==> src/rtl/enemy_wave_sched_if.sv <==
// enemy_wave_sched_if: crash/random inputs and per-slot enemy state published by the scheduler.
interface enemy_wave_sched_if #(
  parameter int NUM_SLOTS = 4
);
  logic                      crash;
  logic [9:0]                randint;
  logic [NUM_SLOTS-1:0]      slot_active;
  logic [12*NUM_SLOTS-1:0]   enemy_x;
  logic [12*NUM_SLOTS-1:0]   enemy_y;
  logic                      spawn_pulse;
  logic                      tick;
  logic                      busy;

  modport master (
    input  crash, randint,
    output slot_active, enemy_x, enemy_y, spawn_pulse, tick, busy
  );

  modport slave (
    output crash, randint,
    input  slot_active, enemy_x, enemy_y, spawn_pulse, tick, busy
  );
endinterface

==> src/rtl/enemy_wave_sched.sv <==
// enemy_wave_sched: prescaled movement tick, one-slot-per-cycle shared mover, then one spawn attempt.
// Optional ENEMY_SPEEDUP_EN: X step grows by one every 8 spawns, capped at +4.
module enemy_wave_sched #(
  parameter int NUM_SLOTS = 4,
  parameter int TICK_DIV  = 1000000,
  parameter int SPAWN_GAP = 60,
  parameter int X_START   = 1180,
  parameter int Y_START   = 350,
  parameter int X_MIN     = 30,
  parameter int Y_MIN     = 20,
  parameter int Y_WRAP    = 700,
  parameter int DX        = 3,
  parameter int DY        = 5
) (
  input logic               clk,
  input logic               rst,
  enemy_wave_sched_if.master bus
);
  localparam int IDX_W = (NUM_SLOTS > 1) ? $clog2(NUM_SLOTS) : 1;
  localparam int PRE_W = $clog2(TICK_DIV);
  localparam int GAP_W = (SPAWN_GAP > 1) ? $clog2(SPAWN_GAP) : 1;

  localparam logic [IDX_W-1:0] LAST_IDX = IDX_W'(NUM_SLOTS - 1);
  localparam logic [PRE_W-1:0] PRE_LAST = PRE_W'(TICK_DIV - 1);
  localparam logic [PRE_W-1:0] PRE_PEN  = PRE_W'(TICK_DIV - 2);
  localparam logic [GAP_W-1:0] GAP_LAST = GAP_W'(SPAWN_GAP - 1);
  localparam logic [11:0] XS    = 12'(X_START);
  localparam logic [11:0] YS    = 12'(Y_START);
  localparam logic [11:0] XMIN  = 12'(X_MIN);
  localparam logic [11:0] YMIN  = 12'(Y_MIN);
  localparam logic [11:0] YWRAP = 12'(Y_WRAP);
  localparam logic [11:0] DX12  = 12'(DX);
  localparam logic [11:0] DY12  = 12'(DY);

  typedef enum logic [1:0] {S_WAIT, S_UPDATE, S_SPAWN, S_FROZEN} state_t;

  state_t                       state;
  logic [IDX_W-1:0]             idx;
  logic [PRE_W-1:0]             pre;
  logic [GAP_W-1:0]             gap;
  logic                         tick_q, busy_q, spawn_q;
  logic [NUM_SLOTS-1:0]         act_q;
  logic [NUM_SLOTS-1:0][11:0]   x_q, y_q;

  logic [11:0]      cur_x, cur_y, nxt_x, nxt_y, step, spawn_y;
  logic             cur_act, nxt_act, free_any;
  logic [IDX_W-1:0] free_idx;

`ifdef ENEMY_SPEEDUP_EN
  logic [2:0] tally;
  logic [2:0] extra;
  assign step = DX12 + {9'd0, extra};
`else
  assign step = DX12;
`endif

  // Shared step/wrap datapath, fed by the slot currently selected by idx.
  assign cur_x   = x_q[idx];
  assign cur_y   = y_q[idx];
  assign cur_act = act_q[idx];

  always_comb begin
    nxt_act = cur_act;
    nxt_x   = cur_x;
    nxt_y   = cur_y;
    if (cur_act) begin
      if (cur_x <= XMIN) begin
        nxt_act = 1'b0;
        nxt_x   = XS;
      end else begin
        nxt_x = cur_x - step;
        nxt_y = (cur_y <= YMIN) ? YWRAP : cur_y - DY12;
      end
    end
  end

  // Lowest-index free slot wins the spawn.
  always_comb begin
    free_any = 1'b0;
    free_idx = '0;
    for (int i = NUM_SLOTS - 1; i >= 0; i--) begin
      if (!act_q[i]) begin
        free_any = 1'b1;
        free_idx = IDX_W'(i);
      end
    end
  end

  assign spawn_y = ({2'b00, bus.randint} > YWRAP) ? YWRAP : {2'b00, bus.randint};

  always_ff @(posedge clk) begin
    if (rst) begin
      state   <= S_WAIT;
      idx     <= '0;
      pre     <= '0;
      gap     <= '0;
      tick_q  <= 1'b0;
      busy_q  <= 1'b0;
      spawn_q <= 1'b0;
      act_q   <= '0;
      for (int i = 0; i < NUM_SLOTS; i++) begin
        x_q[i] <= XS;
        y_q[i] <= YS;
      end
`ifdef ENEMY_SPEEDUP_EN
      tally <= '0;
      extra <= '0;
`endif
    end else if (bus.crash) begin
      // Crash overrides everything; the in-flight slot is not written.
      state   <= S_FROZEN;
      idx     <= '0;
      tick_q  <= 1'b0;
      busy_q  <= 1'b0;
      spawn_q <= 1'b0;
      act_q   <= '0;
      for (int i = 0; i < NUM_SLOTS; i++) x_q[i] <= XS;
`ifdef ENEMY_SPEEDUP_EN
      tally <= '0;
      extra <= '0;
`endif
    end else begin
      spawn_q <= 1'b0;
      if (state == S_FROZEN) begin
        state <= S_WAIT;
        pre   <= '0;
        gap   <= '0;
      end else begin
        pre    <= (pre == PRE_LAST) ? '0 : pre + 1'b1;
        tick_q <= (pre == PRE_PEN);
        case (state)
          S_WAIT: begin
            if (tick_q) begin
              state  <= S_UPDATE;
              idx    <= '0;
              busy_q <= 1'b1;
            end
          end
          S_UPDATE: begin
            act_q[idx] <= nxt_act;
            x_q[idx]   <= nxt_x;
            y_q[idx]   <= nxt_y;
            if (idx == LAST_IDX) state <= S_SPAWN;
            else                 idx   <= idx + 1'b1;
          end
          S_SPAWN: begin
            state  <= S_WAIT;
            busy_q <= 1'b0;
            // Counter parks at terminal until a slot frees up.
            if (gap != GAP_LAST) begin
              gap <= gap + 1'b1;
            end else if (free_any) begin
              gap             <= '0;
              spawn_q         <= 1'b1;
              act_q[free_idx] <= 1'b1;
              x_q[free_idx]   <= XS;
              y_q[free_idx]   <= spawn_y;
`ifdef ENEMY_SPEEDUP_EN
              tally <= tally + 1'b1;
              if (tally == 3'd7 && extra != 3'd4) extra <= extra + 1'b1;
`endif
            end
          end
          default: ;
        endcase
      end
    end
  end

  assign bus.slot_active = act_q;
  assign bus.enemy_x     = x_q;
  assign bus.enemy_y     = y_q;
  assign bus.spawn_pulse = spawn_q;
  assign bus.tick        = tick_q;
  assign bus.busy        = busy_q;

endmodule

==> src/flat_wrapper.sv <==
// flat-port wrapper written by rule: the top's interface ports become plain ports
module enemy_wave_sched_flat 
#(
  parameter int NUM_SLOTS = 4,
  parameter int TICK_DIV  = 1000000,
  parameter int SPAWN_GAP = 60,
  parameter int X_START   = 1180,
  parameter int Y_START   = 350,
  parameter int X_MIN     = 30,
  parameter int Y_MIN     = 20,
  parameter int Y_WRAP    = 700,
  parameter int DX        = 3,
  parameter int DY        = 5
)
  (clk, rst, bus_crash, bus_randint, bus_slot_active, bus_enemy_x, bus_enemy_y, bus_spawn_pulse, bus_tick, bus_busy);
  enemy_wave_sched_if #(.NUM_SLOTS(NUM_SLOTS)) bus_i ();
  input logic clk;
  input logic rst;
  input wire logic [$bits(bus_i.crash)-1:0] bus_crash;
  input wire logic [$bits(bus_i.randint)-1:0] bus_randint;
  output wire logic [$bits(bus_i.slot_active)-1:0] bus_slot_active;
  output wire logic [$bits(bus_i.enemy_x)-1:0] bus_enemy_x;
  output wire logic [$bits(bus_i.enemy_y)-1:0] bus_enemy_y;
  output wire logic [$bits(bus_i.spawn_pulse)-1:0] bus_spawn_pulse;
  output wire logic [$bits(bus_i.tick)-1:0] bus_tick;
  output wire logic [$bits(bus_i.busy)-1:0] bus_busy;
  assign bus_i.crash = bus_crash;
  assign bus_i.randint = bus_randint;
  assign bus_slot_active = bus_i.slot_active;
  assign bus_enemy_x = bus_i.enemy_x;
  assign bus_enemy_y = bus_i.enemy_y;
  assign bus_spawn_pulse = bus_i.spawn_pulse;
  assign bus_tick = bus_i.tick;
  assign bus_busy = bus_i.busy;
  enemy_wave_sched #(.NUM_SLOTS(NUM_SLOTS), .TICK_DIV(TICK_DIV), .SPAWN_GAP(SPAWN_GAP), .X_START(X_START), .Y_START(Y_START), .X_MIN(X_MIN), .Y_MIN(Y_MIN), .Y_WRAP(Y_WRAP), .DX(DX), .DY(DY)) u_core (.clk(clk), .rst(rst), .bus(bus_i));
endmodule
==> config.mk <==
export PLATFORM = sky130hd
export DESIGN_NAME = enemy_wave_sched_flat
export DESIGN_NICKNAME = d
export VERILOG_FILES = /design/src/rtl/enemy_wave_sched_if.sv /design/src/rtl/enemy_wave_sched.sv /design/src/flat_wrapper.sv
export SDC_FILE = /design/constraint.sdc
export NUM_CORES = 1
export LEC_CHECK = 0
export CORE_MARGIN = 3
export CORE_UTILIZATION = 30
export CTS_CLUSTER_SIZE = 10
export DETAILED_ROUTE_END_ITERATION = 12
export PLACE_DENSITY = 0.53
export RECOVER_POWER = 100
export SYNTH_ARGS = -nofsm -noshare
export SYNTH_HDL_FRONTEND = slang
export SYNTH_SLANG_ARGS = --single-unit
==> constraint.sdc <==
create_clock -name clk -period 4.1 [get_ports clk]
set_input_delay 0.82 -clock clk [delete_from_list [all_inputs] [get_ports clk]]
set_output_delay 0.82 -clock clk [all_outputs]
set_load 0.005 [all_outputs]
# Word-level counts from Yosys, hierarchy flattened
# Index checks and enable logic that the tools add are counted.
[classes] n_addsub=5 magnitude_cmp=7 eq_ne=13 mux=60 n_bitwise=7 n_reduce_logical=17
[op_table] cell="48-bit two-way mux" count=4
[op_table] cell="48-bit one-hot mux with 2 select lines" count=2
[op_table] cell="48-bit bitwise mux" count=3
[op_table] cell="12-bit two-way mux" count=9
[op_table] cell="12-bit binary-select mux with 2-bit select" count=2
[op_table] cell="12-bit demux with 2-bit select" count=2
[op_table] cell="20-bit == test (second input constant)" count=2
[op_table] cell="20-bit two-way mux" count=2
[op_table] cell="28-bit bitwise AND" count=1
[op_table] cell="28-bit inverter" count=1
[op_table] cell="12-bit by 5-bit <= comparator with 1-bit output (second input constant)" count=2
[op_table] cell="6-bit two-way mux" count=4
[op_table] cell="20-bit by 1-bit adder with 20-bit output (second input constant)" count=1
[op_table] cell="2-bit two-way mux" count=10
[op_table] cell="20-bit bitwise OR" count=1
[op_table] cell="12-bit by 2-bit subtractor with 12-bit output (second input constant)" count=1
[op_table] cell="12-bit by 3-bit subtractor with 12-bit output (second input constant)" count=1
[op_table] cell="1-bit two-way mux" count=11
[op_table] cell="10-bit > comparator (second input constant)" count=1
[op_table] cell="10-bit two-way mux" count=1
[op_table] cell="3-bit AND reduction" count=3
[op_table] cell="4-bit two-way mux" count=2
[op_table] cell="4-bit by 2-bit != test with 1-bit output (second input constant)" count=2
[op_table] cell="4-bit one-hot mux with 2 select lines" count=1
[op_table] cell="26 further kinds" count=40
[word_totals] register_bits=133 in_bits=13 out_inout_bits=103 wordCells=125

# Logic depth before layout (Yosys ltp)
[depth] word_depth=13 depth_mapped=14 mapped_depth_nobuf=10

# Worst setup path after synthesis
# OpenSTA, ideal clock, no wires.
[synth_path] path_kind="register to register" from="register u_core.idx[0]" to="register u_core.y_q, in the netlist u_core.bus.enemy_y[11]" setup_time_ps=117 arrival_time_ps=3253 setup_slack_ps=730 path_stages_with_launch=14 period_less_slack_ps=3370 path_cell_list="dfxtp_1 > buf_6 > buf_6 > buf_6 > mux4_2 > ha_1 > or2_2 > o22ai_1 > a41oi_1 > a21oi_1 > buf_2 > nand4_1 > and3_1 > a22o_1"
[synth_between] elab_chain_len=8 word_cells_on_any_way=19 classes_between="add/sub (1); order compare (4); mux (13); reduce/logical (1)"
[synth_lines] item="from (decl)" line="enemy_wave_sched.sv:38" rtl="logic [IDX_W-1:0] idx;"
[synth_lines] item="from (signal assigned)" line="enemy_wave_sched.sv:144" rtl="else idx <= idx + 1'b1;"
[synth_lines] item="12-bit binary-select mux with 2-bit select" line="enemy_wave_sched.sv:59" rtl="assign cur_y = y_q[idx];"
[synth_lines] item="12-bit two-way mux (not written as such)" line="enemy_wave_sched.sv:59"
[synth_lines] item="12-bit by 3-bit subtractor with 12-bit output / 12-bit by 5-bit <= comparator with 1-bit output (equally long branches)" line="enemy_wave_sched.sv:72" rtl="nxt_y = (cur_y <= YMIN) ? YWRAP : cur_y - DY12;"
[synth_lines] item="12-bit two-way mux" line="enemy_wave_sched.sv:72"
[synth_lines] item="12-bit two-way mux" line="enemy_wave_sched.sv:67" rtl="if (cur_x <= XMIN) begin"
[synth_lines] item="12-bit two-way mux" line="enemy_wave_sched.sv:66" rtl="if (cur_act) begin"
[synth_lines] item="48-bit bitwise mux *" line="enemy_wave_sched.sv:142" rtl="y_q[idx] <= nxt_y;"
[synth_lines] item="48-bit one-hot mux with 2 select lines *" line="enemy_wave_sched.sv:131" rtl="case (state)"
[synth_lines] item="to (signal, indexed assignment)" line="enemy_wave_sched.sv:142"
[synth_lines] item="to (signal, indexed assignment)" line="enemy_wave_sched.sv:157" rtl="y_q[free_idx] <= spawn_y;"
[synth_lines] item="to (decl)" line="enemy_wave_sched.sv:43" rtl="logic [NUM_SLOTS-1:0][11:0] x_q, y_q;"
# Every way passes the cells marked *; elsewhere a longest branch is shown, timed or not. The select of a mux whose other input is x is not followed.
# A chain may end at the register's enable or synchronous reset.

# Worst setup path in the final report
[layout_path] from="register u_core.state[0]" to="register u_core.y_q, in the netlist u_core.bus.enemy_y[4]"
[layout_between] elab_chain_len=3 word_cells_on_any_way=9 classes_between="eq/ne (5); mux (1); bitwise (1); reduce/logical (2)"
[layout_lines] item="from (decl)" line="enemy_wave_sched.sv:37" rtl="state_t state;"
[layout_lines] item="from (signal assigned)" line="enemy_wave_sched.sv:93" rtl="state <= S_WAIT;"
[layout_lines] item="from (signal assigned)" line="enemy_wave_sched.sv:111" rtl="state <= S_FROZEN;"
[layout_lines] item="from (signal assigned)" line="enemy_wave_sched.sv:125" rtl="state <= S_WAIT;"
[layout_lines] item="2-bit == test, or another cell as far along" line="enemy_wave_sched.sv:131"
[layout_lines] item="2-bit by 1-bit != test with 1-bit output (no line), or another cell as far along"
[layout_lines] item="5-bit AND reduction (no line)"
# Parallel ways exist; a longest one is shown, timed or not.

==> metrics.cfg <==
[pwr]
combinationalPowerShare_pct = 11.0
swShare_pct = 26.8
power.total_mw = 3.27
pwr-share-clk_pct = 48.3
power.density_cell_area_mw_per_mm2 = 350
leakage_nw = 3.23
seq_power_share_pct = 40.7
max-vdd-ir-drop_mv = 0.255
p_int_mw = 2.39
switchingPower_mw = 0.877

[clocking]
clkSlewWorstSetupHoldPaths_ns = 0.07
clk_path_buf_depth = 2
post_cts_buffers = 0
clockRootBuffer = clkbuf_16
cts_tree = yes
clkLatencyLatePin_ns = 0.43
ctsResizeCount = 0
cts_buffers = 17
htreeDepth = 4
cts_sinks = 133
postCtsHoldBufs = 0

[run_status]
status = complete, but fails checks
violations = max-capacitance violations, max-slew violations

[global_routing]
use_met3_pct = 5.31
antenna_found_initial = 0
grt_max_degree = 40
overflow = 0
grtUsageMet2_pct = 32.1
busiest_layer = met2
grt_usage_pct = 19.7
grt_pass1_vias = 6937
grt_pass1_wl_um = 40500
gr-usage-met1_pct = 26.3

[sta]
rsz0062_at_grt = false
tightest_slew_ns = 2.40
maxSlewHeadroom_pct = -60.2
finalSetupViolCount = 0
maxSlewViolCount = 40
final.setup.tns_ns = 0
hold_viol_final = 0
finClkSkew_ns = 0.0116
finalCritPeriodShare_pct = 88.0
fin_crit_ns = 3.61
timing.fmax_ghz = 0.277

[setup_path]
cpMaxStageDelayCell = or4_1
path_class = flip-flop to flip-flop
cp_cell_sequence = inv_1, ha_1, clkinv_1, or4_1, a21oi_1, clkbuf_1, nand2b_1, nor2_1, o311ai_0, o31a_1
required_ns = 4.41
cp-end-kind = flip-flop
crit_fanout = 14
worstPathArrival_ns = 3.92
slowest_delay_ns = 0.62
critPathLaunchType = flip-flop

[final_layout]
layout-drive-gt1-share_pct = 10.1
syn2layout_area_growth_pct = 29.3
antennaDiodeCount = 0
fillers = 2403
nets = 979

[place]
io_buffers = 115
gp_congestion = 0.898
dp_hpwl_um = 18600

[drt]
wl_per_cell_um = 20.1
dr.pass1.iters = 5
routed_wirelength_um = 25800
antenna_left = 0
via_per_inst = 5.57
drt_iter0_drc = 514
drc = 0
num_vias = 7144

[synth]
syn_nets = 865
synth_area_leaders = dfxtp_1, mux4_2, nor2_1
ys_seq_elements = 133
synthArstFlopShare_pct = 0
synth.yosys.seq_area_share_pct = 36.8
ys_types = 71
yosys_warnings = 0
dominantRegCellSynth = dfxtp_1
postSynthCellCount = 837
synth_top_area_share_pct = 36.8
synth_enable_flop_cells = 0
syn_area_mm2 = 0.00724
yosys.area.top_type = dfxtp_1
synth_area_per_cell_um2 = 8.65

[floorplan]
chipHeight_um = 161
fp.dieW_um = 161
core_mm2 = 0.0236
initial_core_util_pct = 30.6
die_area_mm2 = 0.0260
io_pins = 116
num_rows = 56

[flow_run]
cap_violations = 1

[worst_hold_path]
hp-class = flip-flop to flip-flop

synthesized netlist by cell type, types with 10 or more instances:
library cell    n
and3_1         12
clkbuf_1       36
a31oi_1        20
nand4_1        16
o32a_1         11
ha_1           15
nand3_1        15
a21oi_1        60
a21o_1         10
xor2_1         10
nor2_1         99
nor2b_1        11
nor3_1         22
o21ai_0        49
inv_1          19
dfxtp_1       133
nand2_1        76
a22oi_1        22
mux4_2         25
o22ai_1        14
state kept, by name (all words and copies together), names as in the netlist:
name / count
u_core.bus.spawn_pulse: 1
u_core.state: 2
u_core.pre: 20
u_core.bus.enemy_x: 48
u_core.bus.enemy_y: 48
u_core.bus.slot_active: 4
u_core.bus.busy: 1
u_core.bus.tick: 1
u_core.idx: 2
u_core.gap: 6
metal layers:
metal / vias up / share of wire, %
li1: 3393 / -
met1: 3502 / 45
met2: 221 / 47
met3: 28 / 6.4
met4: 0 / 1.6
met5: - / 0
layout make-up:
| cell class | instances | area (µm²) | share of cell area, % |
|---|---|---|---|
| clock buffers | 18 | 429 | 4.58 |
| clock inverters | 14 | 181 | 1.94 |
| inverters | 20 | 75.1 | 0.802 |
| multi-input cells | 638 | 4280 | 45.7 |
| flip-flops and latches | 133 | 2670 | 28.5 |
| well taps | 319 | 399 | 4.26 |
| repair buffers | 141 | 1330 | 14.2 |
stage by stage:
step                utilization, %  cell area, µm²  hold WS [ns]  cells  worst slack (ns)
floorplan                        -            7240         0.449    837             0.730
finish                        39.6            9360         0.479   1283             0.494
global route                  39.6            9360         0.499   1283             0.304
global placement              37.2            8790         0.468   1251             0.876
detailed placement            37.2            8790         0.474   1251             0.796
CTS                           39.8            9400         0.483   1283             0.792
kinds of logic after synthesis:
logic type	after synthesis	synth area share (%)
simple gates	316	22.1
compound gates	259	23.9
flops	133	36.8
buf+inv	66	3.87
mux	33	8.94
xor+xnor	15	1.82
fa+ha+maj	15	2.59
placed cells by master (no fill, tap or decap), drive strengths merged, types with 10 or more instances in the layout:
master         count
nand3             15
buf               25
clkdlybuf4s50     10
inv               19
a31oi             20
mux4              25
a21o              10
nand2             76
o22ai             15
dfxtp            133
dlygate4sd3      104
o32a              11
a21oi             60
nor3              30
clkbuf            20
o311ai            10
a22oi             22
clkinv            11
nor2b             11
nand4             16
and3              12
o21ai             55
xor2              10
nor2              99
ha                15
power groups by stage:
stage / Combinational [mW] / Clock (mW) / Sequential (mW)
after global routing: 0.395 / 1.67 / 1.33
after global placement: 0.364 / 0 / 1.36
after floorplan: 0.230 / 0 / 1.35
after CTS: 0.366 / 1.61 / 1.33
after detailed placement: 0.365 / 0 / 1.36
final: 0.360 / 1.58 / 1.33
critical path, delay by kind of cell (launching register included):
kind,cells,cell delay [ns]
and+or+nand+nor,3,1.27
buffers and inverters,3,0.89
AOI/OAI and AO/OA,3,0.53
adders and majority gates,1,0.48
DFF,1,0.32
path summary, 6_finish.rpt:
check | from | endpoint | slack (ns) | cells past startpoint
worst max-delay path | u_core.state[0]$_SDFFE_PP0P_ | u_core.bus.enemy_y[4]$_SDFFE_PP1P_ | 0.49 | 10
worst min-delay path | u_core.bus.enemy_x[17]$_SDFFE_PP0P_ | u_core.bus.enemy_x[17]$_SDFFE_PP0P_ | 0.48 | 2
worst max register to register | u_core.state[0]$_SDFFE_PP0P_ | u_core.bus.enemy_y[4]$_SDFFE_PP1P_ | 0.49 | 10
worst min register to register | u_core.bus.enemy_x[17]$_SDFFE_PP0P_ | u_core.bus.enemy_x[17]$_SDFFE_PP0P_ | 0.48 | 2
(Power assumes the default switching activity.)
